## config.mk

```make
export PLATFORM = sky130hd
export DESIGN_NAME = alu_issue_stage
export DESIGN_NICKNAME = d
export VERILOG_FILES = /design/src/rtl/alu_issue_pkg.sv /design/src/rtl/alu_issue_stage_decode.sv /design/src/rtl/alu_issue_stage.sv
export SDC_FILE = /design/constraint.sdc
export NUM_CORES = 1
export LEC_CHECK = 0
export ABC_CLOCK_PERIOD_IN_PS = 1700
export CAP_MARGIN = 20
export CELL_PAD_IN_SITES_DETAIL_PLACEMENT = 2
export CELL_PAD_IN_SITES_GLOBAL_PLACEMENT = 2
export CORE_AREA = 5 5 114 224
export DETAILED_ROUTE_END_ITERATION = 6
export DIE_AREA = 0 0 119 229
export PLACE_DENSITY_LB_ADDON = 0.1
export SLEW_MARGIN = 5
export SYNTH_ARGS = -nofsm -noshare
export SYNTH_HDL_FRONTEND = slang
export SYNTH_HIERARCHICAL = 1
export SYNTH_SLANG_ARGS = --single-unit
```

## constraint.sdc

```tcl
create_clock -name clk -period 1.7 [get_ports clk]
set_input_delay 0.34 -clock clk [delete_from_list [all_inputs] [get_ports clk]]
set_output_delay 0.34 -clock clk [all_outputs]
set_load 0.05 [all_outputs]
```

## src/rtl/alu_issue_pkg.sv

```systemverilog
// Shared constants, op codes and the ID/EX bundle for the ALU issue stage.
// Also provides the 16-bit immediate extension helpers.
package alu_issue_pkg;

    localparam int DATA_W = 32;
    localparam int ADDR_W = 5;

    localparam logic [3:0] ALU_SLL  = 4'b0000;
    localparam logic [3:0] ALU_SRL  = 4'b0001;
    localparam logic [3:0] ALU_SRA  = 4'b0010;
    localparam logic [3:0] ALU_SLLV = 4'b0011;
    localparam logic [3:0] ALU_SRLV = 4'b0100;
    localparam logic [3:0] ALU_SRAV = 4'b0101;
    localparam logic [3:0] ALU_ADD  = 4'b0110;
    localparam logic [3:0] ALU_SUB  = 4'b0111;
    localparam logic [3:0] ALU_AND  = 4'b1000;
    localparam logic [3:0] ALU_OR   = 4'b1001;
    localparam logic [3:0] ALU_XOR  = 4'b1010;
    localparam logic [3:0] ALU_NOR  = 4'b1011;
    localparam logic [3:0] ALU_SLT  = 4'b1100;
    localparam logic [3:0] ALU_SLTU = 4'b1101;
    localparam logic [3:0] ALU_ILL  = 4'b1111;

    localparam logic [5:0] OPC_RTYPE = 6'h00;
    localparam logic [5:0] OPC_BEQ   = 6'h04;
    localparam logic [5:0] OPC_BNE   = 6'h05;
    localparam logic [5:0] OPC_ADDI  = 6'h08;
    localparam logic [5:0] OPC_ADDIU = 6'h09;
    localparam logic [5:0] OPC_SLTI  = 6'h0A;
    localparam logic [5:0] OPC_SLTIU = 6'h0B;
    localparam logic [5:0] OPC_ANDI  = 6'h0C;
    localparam logic [5:0] OPC_ORI   = 6'h0D;
    localparam logic [5:0] OPC_XORI  = 6'h0E;
    localparam logic [5:0] OPC_LUI   = 6'h0F;
    localparam logic [5:0] OPC_LW    = 6'h23;
    localparam logic [5:0] OPC_SW    = 6'h2B;

    localparam logic [5:0] FN_SLL  = 6'h00;
    localparam logic [5:0] FN_SRL  = 6'h02;
    localparam logic [5:0] FN_SRA  = 6'h03;
    localparam logic [5:0] FN_SLLV = 6'h04;
    localparam logic [5:0] FN_SRLV = 6'h06;
    localparam logic [5:0] FN_SRAV = 6'h07;
    localparam logic [5:0] FN_ADD  = 6'h20;
    localparam logic [5:0] FN_ADDU = 6'h21;
    localparam logic [5:0] FN_SUB  = 6'h22;
    localparam logic [5:0] FN_SUBU = 6'h23;
    localparam logic [5:0] FN_AND  = 6'h24;
    localparam logic [5:0] FN_OR   = 6'h25;
    localparam logic [5:0] FN_XOR  = 6'h26;
    localparam logic [5:0] FN_NOR  = 6'h27;
    localparam logic [5:0] FN_SLT  = 6'h2A;
    localparam logic [5:0] FN_SLTU = 6'h2B;

    typedef struct packed {
        logic [3:0]        op;
        logic [DATA_W-1:0] in1;
        logic [DATA_W-1:0] in2;
        logic [4:0]        shamt;
        logic [ADDR_W-1:0] dest;
        logic              reg_write;
        logic              store;
        logic [DATA_W-1:0] store_data;
        logic              illegal;
    } id_ex_t;

    function automatic logic [DATA_W-1:0] sext16(input logic [15:0] imm);
        return {{(DATA_W-16){imm[15]}}, imm};
    endfunction

    function automatic logic [DATA_W-1:0] zext16(input logic [15:0] imm);
        return {{(DATA_W-16){1'b0}}, imm};
    endfunction

endpackage

```

## src/rtl/alu_issue_stage_decode.sv

```systemverilog
// alu_ctrl_decode: combinational decode of MIPS R/I fields into an id_ex_t.
// Ports: opcode/funct/shamt/imm, rs/rt data, rt/rd addresses in; dec out.
module alu_ctrl_decode
    import alu_issue_pkg::*;
(
    input  logic [5:0]        opcode,
    input  logic [5:0]        funct,
    input  logic [4:0]        shamt,
    input  logic [15:0]       imm,
    input  logic [DATA_W-1:0] rs_data,
    input  logic [DATA_W-1:0] rt_data,
    input  logic [ADDR_W-1:0] rt_addr,
    input  logic [ADDR_W-1:0] rd_addr,
    output id_ex_t            dec
);

    logic is_shift;
    logic legal;

    always_comb begin
        dec           = '0;
        is_shift      = 1'b0;
        legal         = 1'b1;
        dec.in1       = rs_data;
        dec.in2       = rt_data;
        dec.dest      = rt_addr;
        dec.reg_write = 1'b1;
        if (opcode == OPC_RTYPE) begin
            dec.dest = rd_addr;
            unique case (funct)
                FN_SLL:  begin dec.op = ALU_SLL;  is_shift = 1'b1; end
                FN_SRL:  begin dec.op = ALU_SRL;  is_shift = 1'b1; end
                FN_SRA:  begin dec.op = ALU_SRA;  is_shift = 1'b1; end
                FN_SLLV: begin dec.op = ALU_SLLV; is_shift = 1'b1; end
                FN_SRLV: begin dec.op = ALU_SRLV; is_shift = 1'b1; end
                FN_SRAV: begin dec.op = ALU_SRAV; is_shift = 1'b1; end
                FN_ADD, FN_ADDU: dec.op = ALU_ADD;
                FN_SUB, FN_SUBU: dec.op = ALU_SUB;
                FN_AND:  dec.op = ALU_AND;
                FN_OR:   dec.op = ALU_OR;
                FN_XOR:  dec.op = ALU_XOR;
                FN_NOR:  dec.op = ALU_NOR;
                FN_SLT:  dec.op = ALU_SLT;
                FN_SLTU: dec.op = ALU_SLTU;
                default: legal = 1'b0;
            endcase
            // Shifts operate on rt; rs carries the variable amount.
            if (is_shift) begin
                dec.in1   = rt_data;
                dec.in2   = rs_data;
                dec.shamt = shamt;
            end
        end else begin
            unique case (opcode)
                OPC_ADDI, OPC_ADDIU: begin
                    dec.op  = ALU_ADD;
                    dec.in2 = sext16(imm);
                end
                OPC_SLTI: begin
                    dec.op  = ALU_SLT;
                    dec.in2 = sext16(imm);
                end
                OPC_SLTIU: begin
                    dec.op  = ALU_SLTU;
                    dec.in2 = sext16(imm);
                end
                OPC_ANDI: begin
                    dec.op  = ALU_AND;
                    dec.in2 = zext16(imm);
                end
                OPC_ORI: begin
                    dec.op  = ALU_OR;
                    dec.in2 = zext16(imm);
                end
                OPC_XORI: begin
                    dec.op  = ALU_XOR;
                    dec.in2 = zext16(imm);
                end
                // lui is a left shift of the immediate by 16.
                OPC_LUI: begin
                    dec.op    = ALU_SLL;
                    dec.in1   = zext16(imm);
                    dec.in2   = '0;
                    dec.shamt = 5'd16;
                end
                OPC_LW: begin
                    dec.op  = ALU_ADD;
                    dec.in2 = sext16(imm);
                end
                OPC_SW: begin
                    dec.op         = ALU_ADD;
                    dec.in2        = sext16(imm);
                    dec.reg_write  = 1'b0;
                    dec.store      = 1'b1;
                    dec.store_data = rt_data;
                end
                OPC_BEQ, OPC_BNE: begin
                    dec.op        = ALU_SUB;
                    dec.reg_write = 1'b0;
                end
                default: legal = 1'b0;
            endcase
        end
        if (!legal) begin
            dec         = '0;
            dec.op      = ALU_ILL;
            dec.illegal = 1'b1;
        end
        // r0 is hardwired to zero, so a write there is dropped.
        if (dec.dest == '0)
            dec.reg_write = 1'b0;
    end

endmodule

```

## src/rtl/alu_issue_stage.sv

```systemverilog
// ID/EX pipeline register with ALU control decode and valid/ready handshake.
// Ports: ID fields + id_valid/id_ready in, flush, ALU controls + ex_valid/ex_ready out.
module alu_issue_stage
    import alu_issue_pkg::*;
#(
    parameter int XLEN   = DATA_W,
    parameter int REG_AW = ADDR_W
) (
    input  logic              clk,
    input  logic              rst_n,
    input  logic              id_valid,
    output logic              id_ready,
    input  logic [5:0]        id_opcode,
    input  logic [5:0]        id_funct,
    input  logic [4:0]        id_shamt,
    input  logic [15:0]       id_imm,
    input  logic [XLEN-1:0]   id_rs_data,
    input  logic [XLEN-1:0]   id_rt_data,
    input  logic [REG_AW-1:0] id_rt_addr,
    input  logic [REG_AW-1:0] id_rd_addr,
    input  logic              flush,
    output logic              ex_valid,
    input  logic              ex_ready,
    output logic [3:0]        alu_op,
    output logic [XLEN-1:0]   alu_in1,
    output logic [XLEN-1:0]   alu_in2,
    output logic [4:0]        alu_shamt,
    output logic [REG_AW-1:0] ex_dest,
    output logic              ex_reg_write,
    output logic              ex_store,
    output logic [XLEN-1:0]   ex_store_data,
    output logic              ex_illegal
);

    id_ex_t dec;
    id_ex_t q;
    logic   load;

    alu_ctrl_decode u_decode (
        .opcode  (id_opcode),
        .funct   (id_funct),
        .shamt   (id_shamt),
        .imm     (id_imm),
        .rs_data (id_rs_data),
        .rt_data (id_rt_data),
        .rt_addr (id_rt_addr),
        .rd_addr (id_rd_addr),
        .dec     (dec)
    );

    assign id_ready = !ex_valid || ex_ready;
    // A flushed incoming instruction is dropped, so the payload is not loaded.
    assign load     = id_valid && id_ready && !flush;

    always_ff @(posedge clk or negedge rst_n) begin
        if (!rst_n) begin
            ex_valid <= 1'b0;
            q        <= '0;
        end else begin
            if (flush)
                ex_valid <= 1'b0;
            else if (load)
                ex_valid <= 1'b1;
            else if (ex_ready)
                ex_valid <= 1'b0;
            if (load)
                q <= dec;
        end
    end

    assign alu_op        = q.op;
    assign alu_in1       = q.in1;
    assign alu_in2       = q.in2;
    assign alu_shamt     = q.shamt;
    assign ex_dest       = q.dest;
    assign ex_reg_write  = q.reg_write;
    assign ex_store      = q.store;
    assign ex_store_data = q.store_data;
    assign ex_illegal    = q.illegal;

endmodule

```

==> impl_metrics.ini <==
[status]
run_status = finished clean

[floorplanning]
initial_utilization_pct = 27.5
placement_rows = 80
die-width_um = 119
die_height_um = 229
io_pins = 227
placeable_core_region_mm2 = 0.0236
area_of_the_die_mm2 = 0.0273

[logic_synthesis]
synth_cells = 581
synth_seq_cells = 114
largest_family_of_logic_cells_by_synthesized_area = multiplexers
syn_area_per_cell_um2 = 11.2
synth_compound_gate_area_share_pct = 14.1
muxShareOfSynthArea_pct = 24.7
synth-simple-area-share_pct = 12.3
async_flop_share_pct = 100
synthAdderAreaFrac_pct = 0
synth_sequential_area_ratio_pct = 44.0
ys.flop_type = sky130_fd_sc_hd__dfrtp_1
mappedNetlistNets = 693
post_synth_xor_area_fraction_pct = 0.135
synth.lib_cells_used.distinct = 54
syn-cell-area_mm2 = 0.00649
count_of_flip_flops_with_a_built_in_enable_after_synthesis = 0
yosysWarningCount = 6

[detailed_routing]
routed-via-count = 6163
drt-vias-per-instance = 5.25
first_iter_violations = 211
routedWlPerCell_um = 23.5
totalWireLength_um = 27500
post-route-drc-count = 0
detailedRoute.firstPassIterationCount = 4
postRouteAntennaNets = 0

[timing]
finalSetupTns_ns = 0
report.final.setup_viol = 0
tightest_pin_transition_ns = 0.474
hold_viol_final = 0
rsz_0062_raised_after_global_routing = true
achievable-frequency_mhz = 596
min_period_over_period_pct = 98.6
timing.final.ws_setup_ns = 0.0232
finalMaxSlewViolations = 0
slew-limit-headroom_pct = 68.4
clock_tree_skew_after_final_layout_ns = 0.00462
min_period_ns = 1.68

[place]
portBuffers = 226
post_detailed_placement_half_perimeter_wirelength_um = 19600
dpl_worst_slack_ns = -0.818
placed_cell_area_mm2 = 0.00954
routabilityCongestion = 0.768
placed_cells_incl_taps = 1128

[clocking]
library_cell_used_as_clock_root_buffer = sky130_fd_sc_hd__clkbuf_16
tritoncts_clock_tree = yes
clock_insertion_delay_worst_skew_ns = 0.43
clock_tree.htree_level_count = 4
clock_tree.buffer_depth = 2
cts_num_sinks = 114
cts_buffers = 17
clk_pin_slew_ns = 0.05

[worst_setup_path]
capturing_element_of_the_worst_setup_path = alu_in2[18]$_DFFE_PN0P_
critical_path_class = in -> reg
crit_start = id_funct[4]
slowest_delay_ns = 0.36
crit_path_frequent_cell = sky130_fd_sc_hd__buf_12
timing.critical_path.max_delay_family = buffers and inverters
worst_r2r_path_depth = 5
timing.critical_path.slowest_stage_cell = sky130_fd_sc_hd__nor4_4
worstSetupStartpointType = primary input
reg2reg_slack_ns = 0.04
worstSetupEndpointType = flip-flop
crit_path_cell_trace = clkdlybuf4s15_1 > nor4_4 > buf_6 > buf_12 > buf_12 > mux2i_1 > a221oi_1 > mux2_1
worst_ep_arrival_time_ns = 1.98
timing.rr.end = ex_store_data[16]$_DFFE_PN0P_
path_depth = 8
r2r-start = ex_valid$_DFFE_PN0P_
critical_path.n_buffers_inverters = 4
cp.required_ns = 2.01
critPathMaxFanout = 7

[global_route]
grt_pass1_vias = 6924
grt.overflow.total = 0
largest_net_degree_at_the_start_of_global_routing = 37
grt_usage_pct = 19.9
grt_antenna_before_repair = 0
grt_pass1_wl_um = 41900

[flow_run]
maxCapViolations = 0

[layout]
antenna_cells = 0
proportion_of_layout_cells_with_a_drive_suffix_above_1_pct = 42.6
flow.area_growth_from_synthesis_pct = 63.6
finalInstanceArea_mm2 = 0.0106
final_nets = 987
fin_cells = 1173

[pwr]
power-per-cell-area_mw_per_mm2 = 819
power.ir.vdd_worst_uv = 529
total_leakage_power_nw = 5.08

[min_path]
hold_crit_class = in -> async
==> worst min-delay path by stage <==
stage | startpoint | endpoint | slack [ns]
final | rst_n | alu_in1[10]$_DFFE_PN0P_ | 0.41
after global routing | rst_n | alu_in2[11]$_DFFE_PN0P_ | 0.45
after CTS | rst_n | alu_in1[10]$_DFFE_PN0P_ | 0.40
after detailed placement | rst_n | alu_in1[10]$_DFFE_PN0P_ | 0.32
after global placement | rst_n | alu_in1[10]$_DFFE_PN0P_ | 0.32
after floorplan | rst_n | alu_in1[0]$_DFFE_PN0P_ | 0.04
==> state kept, by name (all words and copies together) (netlist names) <==
register,flops
alu_in1,32
alu_in2,32
alu_op,4
alu_shamt,5
ex_dest,5
ex_illegal,1
ex_reg_write,1
ex_store,1
ex_store_data,32
ex_valid,1
==> layout by cell type, fill, tap and decap left out, drive strengths merged, types with 2 or more instances in the layout <==
| master | count |
|---|---|
| nor3b | 2 |
| clkinv | 4 |
| a221oi | 29 |
| inv | 4 |
| a21boi | 3 |
| nand2 | 26 |
| a211o | 2 |
| or2 | 2 |
| a21o | 2 |
| buf | 215 |
| clkdlybuf4s50 | 98 |
| a22oi | 20 |
| o22ai | 17 |
| nor2 | 44 |
| nand3 | 3 |
| clkdlybuf4s15 | 2 |
| a21oi | 10 |
| dfrtp | 114 |
| nor3 | 18 |
| clkbuf | 29 |
| mux2i | 33 |
| o21ai | 7 |
| and2 | 3 |
| dlygate4sd2 | 2 |
| mux2 | 113 |
| nor2b | 5 |
| a22o | 4 |
| a211oi | 18 |
| and3 | 39 |
| a2bb2oi | 3 |
==> kinds of logic after synthesis <==
logic type                count (synthesis)
DFF                                     114
xor gates and xnor gates                  1
and+or+nand+nor                         148
AOI/OAI and AO/OA                       120
muxes                                   146
buffers and inverters                    52
==> cell type report <==
class,instances,area (µm²)
clock buffers,25,515
clock inverters,5,50.0
fillers,2462,13000
inverters,4,15.0
multi-input cells,416,3720
flip-flops and latches,114,2850
well taps,287,359
repair buffers,322,3100
==> report_power, final <==
| part | total, W | internal, W | switching [W] |
|---|---|---|---|
| registers | 0.00298 | 0.00288 | 0.0000990 |
| logic | 0.00224 | 0.000939 | 0.00130 |
| clock network | 0.00348 | 0.00221 | 0.00127 |
==> cells in the mapped netlist (3+ instances only) <==
| master | count | area, µm² |
|---|---|---|
| sky130_fd_sc_hd__a211oi_1 | 17 | 128 |
| sky130_fd_sc_hd__a21oi_1 | 8 | 40.0 |
| sky130_fd_sc_hd__a221oi_1 | 29 | 254 |
| sky130_fd_sc_hd__a22o_1 | 4 | 35.0 |
| sky130_fd_sc_hd__a22oi_1 | 20 | 150 |
| sky130_fd_sc_hd__a2bb2oi_1 | 3 | 26.3 |
| sky130_fd_sc_hd__and3_1 | 38 | 238 |
| sky130_fd_sc_hd__buf_2 | 17 | 85.1 |
| sky130_fd_sc_hd__buf_4 | 3 | 22.5 |
| sky130_fd_sc_hd__buf_6 | 11 | 124 |
| sky130_fd_sc_hd__clkbuf_1 | 17 | 63.8 |
| sky130_fd_sc_hd__dfrtp_1 | 114 | 2850 |
| sky130_fd_sc_hd__inv_1 | 4 | 15.0 |
| sky130_fd_sc_hd__mux2_1 | 70 | 788 |
| sky130_fd_sc_hd__mux2_2 | 43 | 484 |
| sky130_fd_sc_hd__mux2i_1 | 33 | 330 |
| sky130_fd_sc_hd__nand2_1 | 25 | 93.8 |
| sky130_fd_sc_hd__nor2_1 | 42 | 158 |
| sky130_fd_sc_hd__nor2b_1 | 5 | 31.3 |
| sky130_fd_sc_hd__nor3_1 | 13 | 65.1 |
| sky130_fd_sc_hd__nor3_2 | 5 | 50.1 |
| sky130_fd_sc_hd__o21ai_0 | 6 | 30.0 |
| sky130_fd_sc_hd__o22ai_1 | 17 | 106 |
==> routing by layer <==
metal  routed length (µm)  up-vias  global-route usage [%]
li1                     -     2791                       -
met1                11600     3157                    24.5
met2                14200      182                    34.0
met3                 1140       33                    4.07
met4                  587        0                    7.80
met5                    0        -                       0
==> per-stage QoR <==
stage | hold slack, ns | util [%] | power, W
2_1_floorplan | 0.0444 | - | 0.00412
3_3_place_gp | 0.320 | 40.4 | 0.00511
3_5_place_dp | 0.322 | 40.4 | 0.00515
4_1_cts | 0.401 | 44.4 | 0.00878
5_1_grt | 0.448 | 44.9 | 0.00904
6_report | 0.409 | 44.9 | 0.00869
==> repair_timing <==
item	4_1_cts	5_1_grt
hold buffers	1	0
cloned	4	1
setup buffers	9	2
pin swaps	9	7
resized for setup	66	38
setup endpoints to repair	102	76
hold endpoints to repair	21	0
No activity file was read; power rests on OpenSTA's default activity.
